**config.mk**
```make
export PLATFORM = sky130hd
export DESIGN_NAME = mem_port_arbiter
export DESIGN_NICKNAME = d
export VERILOG_FILES = /design/src/rtl/mem_port_arbiter.sv
export SDC_FILE = /design/constraint.sdc
export NUM_CORES = 1
export LEC_CHECK = 0
export ABC_AREA = 1
export CAP_MARGIN = 20
export CORE_AREA = 2 2 107 109
export CTS_CLUSTER_SIZE = 30
export DETAILED_ROUTE_END_ITERATION = 10
export DIE_AREA = 0 0 109 111
export DONT_BUFFER_PORTS = 1
export PLACE_DENSITY_LB_ADDON = 0.2
export SYNTH_ARGS = -nofsm -noshare
export SYNTH_HDL_FRONTEND = slang
export SYNTH_SLANG_ARGS = --single-unit
```
**constraint.sdc**
```tcl
create_clock -name clk -period 1.6 [get_ports clk]
set_clock_uncertainty 0.05 [all_clocks]
set_input_delay 0.4 -clock clk [delete_from_list [all_inputs] [get_ports clk]]
set_output_delay 0.4 -clock clk [all_outputs]
set_load 0.01 [all_outputs]
```
**src/rtl/mem_port_arbiter.sv**
```systemverilog
// Shares one single-port memory between instruction fetch and load/store.
// Data accesses win; fetch responses killed by a taken branch are dropped.
module mem_port_arbiter #(
    parameter int AW = 32,
    parameter int DW = 32
) (
    input  logic            clk,
    input  logic            rst_ni,
    input  logic            if_req_i,
    input  logic [AW-1:0]   if_addr_i,
    output logic [DW-1:0]   if_rdata_o,
    output logic            if_valid_o,
    output logic            if_stall_o,
    input  logic            if_flush_i,
    input  logic            dm_req_i,
    input  logic            dm_we_i,
    input  logic [DW/8-1:0] dm_be_i,
    input  logic [AW-1:0]   dm_addr_i,
    input  logic [DW-1:0]   dm_wdata_i,
    output logic [DW-1:0]   dm_rdata_o,
    output logic            dm_valid_o,
    output logic            dm_stall_o,
    output logic            mem_req_o,
    output logic            mem_we_o,
    output logic [DW/8-1:0] mem_be_o,
    output logic [AW-1:0]   mem_addr_o,
    output logic [DW-1:0]   mem_wdata_o,
    input  logic            mem_gnt_i,
    input  logic            mem_rvalid_i,
    input  logic [DW-1:0]   mem_rdata_i
);

    typedef enum logic [1:0] {IDLE, REQ, WAIT} state_e;

    localparam logic OWN_IF = 1'b0;
    localparam logic OWN_DM = 1'b1;

    state_e          state_q, state_d;
    logic            owner_q, owner_d;
    logic            discard_q, discard_d;
    logic            we_q, we_d;
    logic [DW/8-1:0] be_q, be_d;
    logic [AW-1:0]   addr_q, addr_d;
    logic [DW-1:0]   wdata_q, wdata_d;
    logic            rsp;

    always_ff @(posedge clk or negedge rst_ni) begin
        if (!rst_ni) begin
            state_q   <= IDLE;
            owner_q   <= OWN_IF;
            discard_q <= 1'b0;
            we_q      <= 1'b0;
            be_q      <= '0;
            addr_q    <= '0;
            wdata_q   <= '0;
        end else begin
            state_q   <= state_d;
            owner_q   <= owner_d;
            discard_q <= discard_d;
            we_q      <= we_d;
            be_q      <= be_d;
            addr_q    <= addr_d;
            wdata_q   <= wdata_d;
        end
    end

    always_comb begin
        state_d   = state_q;
        owner_d   = owner_q;
        discard_d = discard_q;
        we_d      = we_q;
        be_d      = be_q;
        addr_d    = addr_q;
        wdata_d   = wdata_q;
        unique case (state_q)
            IDLE: begin
                if (dm_req_i) begin
                    owner_d = OWN_DM;
                    we_d    = dm_we_i;
                    be_d    = dm_be_i;
                    addr_d  = dm_addr_i;
                    wdata_d = dm_wdata_i;
                    state_d = REQ;
                end else if (if_req_i && !if_flush_i) begin
                    // a flushed pc is stale, so wait for the redirected one
                    owner_d = OWN_IF;
                    we_d    = 1'b0;
                    be_d    = '1;
                    addr_d  = if_addr_i;
                    wdata_d = '0;
                    state_d = REQ;
                end
            end
            REQ: begin
                if (if_flush_i && owner_q == OWN_IF) discard_d = 1'b1;
                if (mem_gnt_i) state_d = WAIT;
            end
            WAIT: begin
                if (if_flush_i && owner_q == OWN_IF) discard_d = 1'b1;
                if (mem_rvalid_i) begin
                    state_d   = IDLE;
                    discard_d = 1'b0;
                end
            end
            default: state_d = IDLE;
        endcase
    end

    assign rsp = (state_q == WAIT) && mem_rvalid_i;

    assign if_valid_o = rsp && owner_q == OWN_IF && !discard_q && !if_flush_i;
    assign dm_valid_o = rsp && owner_q == OWN_DM;
    assign if_rdata_o = mem_rdata_i;
    assign dm_rdata_o = mem_rdata_i;
    assign if_stall_o = if_req_i && !if_valid_o;
    assign dm_stall_o = dm_req_i && !dm_valid_o;

    assign mem_req_o   = (state_q == REQ);
    assign mem_we_o    = we_q;
    assign mem_be_o    = be_q;
    assign mem_addr_o  = addr_q;
    assign mem_wdata_o = wdata_q;

endmodule

```
Word level (Yosys, flattened, before mapping):

Cells that the tools add are included.

* mux-type cells: 17
* eq/ne operators: 5
* $add $sub $neg: 0
* bitwise operators: 1
* reduce and logical (&&, ||, !) cells: 18
* $lt $le $gt $ge: 0
* divide/modulo/power cells: 0
* multiply operators: 0
* shifts and indexed selects: 0

Operator list (count)
* two-way mux 32 bit: 4
* logical AND 1 bit: 9
* two-way mux 2 bit: 4
* two-way mux 4 bit: 2
* case mux 2 bit (3 select lines): 1
* two-way mux 1 bit: 5
* logical NOT 1 bit: 4
* nonzero test 2 bit: 2
* != test 3 bit (second input constant): 1
* AND reduction 3 bit: 1
* == test 2 x 1 -> 1 bit (second input constant): 1
* == test 2 bit (second input constant): 1
* logical NOT 2 bit: 1
* != test 2 x 1 -> 1 bit (second input constant): 1
* != test 2 bit (second input constant): 1
* case mux 1 bit (2 select lines): 1
* AND reduction 2 bit: 1
* inverter 1 bit: 1

* latch bits: 0
* bits in read-only memories: 0
* input bits: 140
* memories: 0
* output and inout port bits: 138
* word-level logic and storage cells: 48
* bits in writable memories: 0
* flip-flop bits (word level): 73

Logic depth before layout (Yosys ltp):

* word-level depth: 7
* mapped depth: 8
* mapped depth without buffers: 8

Worst setup path after synthesis:

No wires, ideal clock.

* path type: reg2out
* start point: register state_q[0]
* end point: output port if_valid_o
* path buffers: 0
* path slack: 74 ps
* arrival time: 1076 ps
* cell stages (with the launch flop): 5
* data required time: 1150 ps
* path through: dfrtp_1 > inv_1 > ha_1 > nand2_1 > nor4_1

* word-level cells in the longest chain between the ends: 5

RTL lines
* start: declaration: line 38 `state_e state_q, state_d;`
* start signal: assignment: line 57 `state_q <= state_d;`
* == test 2 bit: line 109 `assign rsp = (state_q == WAIT) && mem_rvalid_i;`
* logical AND 1 bit: line 109
* logical AND 1 bit (3 in series): line 111 `assign if_valid_o = rsp && owner_q == OWN_IF && !discard_q && !if_flush_i;`
* end: declaration: line 12 `output logic if_valid_o,`

Every way passes these cells.

Final worst setup path:

* start point: register state_q[0]
* end point: output port if_stall_o

* word-level cells in the longest chain between the ends: 7

RTL lines
* == test 2 bit: line 109
* logical AND 1 bit: line 109
* logical AND 1 bit (3 in series): line 111
* logical NOT 1 bit: line 115 `assign if_stall_o = if_req_i && !if_valid_o;`
* logical AND 1 bit: line 115
* end: declaration: line 13 `output logic if_stall_o,`

Every way passes these cells.

==> qor.txt <==
Switching power total: 0.00319 W
Sw Ratio: 0.397
Worst-margin pin slew: 0.314 ns
VDD IR-drop max: 609 µV
Clock buffer depth: 2
Cell Rows: 39
Root buf cell: clkbuf_16
CP max stage cell: dfrtp_1
Fin Hold WS: -0.285 ns
Area Overhead vs Synth: 2.41%
Part of the power in registers: 0.463
Initial antenna violation count: 0
Final hold violations: 73
Number of diodes: 0
Starting Density: 0.352
Clk sink count: 73
Buffers on Ports: 0
Final critical-path required period: 1.78 ns
Fraction of layout cells with a size suffix above 1: 0.105
Clock Latency Late Sink: 0.33 ns
Drt via density: 4.68
Crit-path max FO: 4
RSZ-0062 raised after global routing: yes
GPL Wtd Cong: 0.683
Power per standard cell area: 2010 nW/µm²
1st-iter DRT viols: 159
Die area: 12100 µm²
Worst setup path category: flip-flop to output port
Pint: 0.00484 W
Max-slew violation count: 0
Congestion Overflow GR: 0
Family with the most delay on the worst path: flip-flops
Combinational power share: 0.285
Drt drc: 0
Distinct cells, synth: 20
Syn Nets: 649
Status: finished with violations
Critical path arrival: 1.33 ns
Max Freq: 562 MHz
Buf/Inv on CP: 2
Total number of vias: 2759
Die H: 111 µm
Mapped Area: 3890 µm²
# IOs: 278
Final WS setup: -0.179 ns
First-pass GRT wire length: 14300 µm
DPL Wire Length: 6160 µm
Vias in the first global route: 2664
Flop2flop setup slack: 0.16 ns
Post-layout nets: 586
CP peak stage delay: 0.38 ns
Placed cell count: 567
CP Capture Type: output port
CTS buffer count: 9
Worst slew margin: 0.791
Sequential area share after synthesis: 0.469
Max Cap Violations: 0
Cell accounting for the most synthesized area: dfrtp_1
Required @ worst endpoint: 1.15 ns
Antenna Nets Post-Route: 0
Endpoints failing setup: 4
Largest net degree at the start of global routing: 74
Overall routing resource usage: 0.157
Post-Syn Instances: 505
Yosys warnings: 0
Total core area: 11100 µm²
CP cell instances: inv_2, ha_4, nand2_4, buf_4, o21a_4
Synth top area share: 0.469
FF+latch count, synth: 73
CTS H-tree lvls: 3
Tcrit/Tclk final: 1.11
Fillcell total: 1187
DIE WIDTH: 109 µm
HP Class: input port to async pin
Pre-Repair DR Iteration Count: 5
Drt total wl: 9600 µm
Avg WL per Cell: 16.3 µm
Non-Filler Instances: 589
Reg clk slew, reported paths: 0.06 ns
Largest cells by area after synthesis: dfrtp_1 (47%), nand2_1 (26%), buf_4 (14%), nand3_1 (4.8%), inv_1 (1.3%)
CTS tree: done
DP Area: 3520 µm²
Failing checks: hold timing, setup timing
Design area: 3990 µm²
P_leak: 2.18 nW
Setup crit start kind: flip-flop
Clock share of power: 0.252
Synth Area per Inst: 7.71 µm²
[routing by layer]
layer  vias up  wire (µm)  track usage
met3        10       1110       0.0600
li1       1348          -            -
met1      1231       4050        0.191
met4         0        148       0.0726
met5         -          0            0
met2       170       4290        0.243
[worst paths after layout]
| kind | startpoint | end | cells after the start |
|---|---|---|---|
| worst max register to register | state_q[0] | state_q[1] | 8 |
| max in group asynchronous | rst_ni | state_q[1] | 0 |
| worst min register to register | mem_wdata_o[23] | mem_wdata_o[23] | 2 |
| min in group clk | dm_wdata_i[19] | mem_wdata_o[19] | 2 |
| worst max-delay path | state_q[0] | if_stall_o | 5 |
| worst min-delay path | rst_ni | mem_wdata_o[12] | 0 |
[sequential cells by signal, summed over array words and instances (netlist names)]
signal,count
mem_addr_o,32
state_q,2
owner_q,1
mem_we_o,1
mem_wdata_o,32
mem_be_o,4
discard_q,1
[placed cells by master, fill, tap and decap left out, types with 2 or more instances in the layout]
master,count
nand2_8,4
nand2_4,2
nand2_1,270
inv_1,11
inv_2,3
dfrtp_1,72
buf_4,8
nand3_1,37
ha_4,2
a21oi_2,4
buf_12,2
clkbuf_8,2
nor2_1,5
clkbuf_1,2
clkbuf_16,10
[metrics by stage]
stage	hold WS, ns	util	worst slack, ns	power, W	setup TNS, ns
after floorplan	0.0544	-	0.0741	0.00528	0
after global placement	0.0560	0.317	-0.0191	0.00559	-0.0274
after detailed placement	0.0560	0.317	-0.0825	0.00567	-3.76
after CTS	-0.299	0.356	-0.250	0.00801	-0.761
after global routing	-0.306	0.360	-0.244	0.00864	-0.800
final	-0.285	0.360	-0.179	0.00803	-0.533
[repair_timing]
action,4_1_cts,5_1_grt
hold endpoints to repair,73,73
gates cloned,3,1
resized for setup,15,6
setup endpoints to repair,74,77
setup buffers,3,0
pin swaps,5,3
[final cells by class]
class,count,area (µm²),area share
timing repair buffer,11,125,0.0314
tap,143,179,0.0449
inverter,16,67.6,0.0169
sequential,73,1830,0.458
multi-input combinational,331,1490,0.374
clock buffer,13,260,0.0652
clock inverter,2,37.5,0.00941
[logic make-up after synthesis]
logic type,after synthesis,share of synthesized area
and+or+nand+nor,317,0.325
buffers and inverters,104,0.179
adders and majority gates,4,0.0128
DFF,73,0.469
AOI/OAI and AO/OA,7,0.0141
[synthesized netlist by cell type]
| library cell | count |
|---|---|
| a21oi_2 | 4 |
| a22oi_1 | 1 |
| buf_1 | 2 |
| buf_2 | 10 |
| buf_4 | 74 |
| buf_6 | 2 |
| dfrtp_1 | 73 |
| ha_1 | 4 |
| inv_1 | 14 |
| inv_2 | 1 |
| inv_4 | 1 |
| nand2_1 | 271 |
| nand2_2 | 1 |
| nand2_4 | 1 |
| nand2_8 | 1 |
| nand3_1 | 37 |
| nor2_1 | 5 |
| nor4_1 | 1 |
| o21a_1 | 1 |
| o21ai_0 | 1 |
[power by group through the flow]
stage               Clock (W)  Sequential, W  Combinational [W]
floorplan                   0        0.00352            0.00177
global placement            0        0.00372            0.00187
detailed placement          0        0.00372            0.00195
CTS                   0.00208        0.00372            0.00221
global route          0.00216        0.00384            0.00265
finish                0.00202        0.00372            0.00229
[worst reg2reg max path, delay by kind of cell (launching register included)]
family / cells / cell delay (ns)
buf+inv: 3 / 0.40
flops: 1 / 0.38
simple gates: 4 / 0.37
fa+ha+maj: 1 / 0.18
Power figures use the tool's default switching activity.
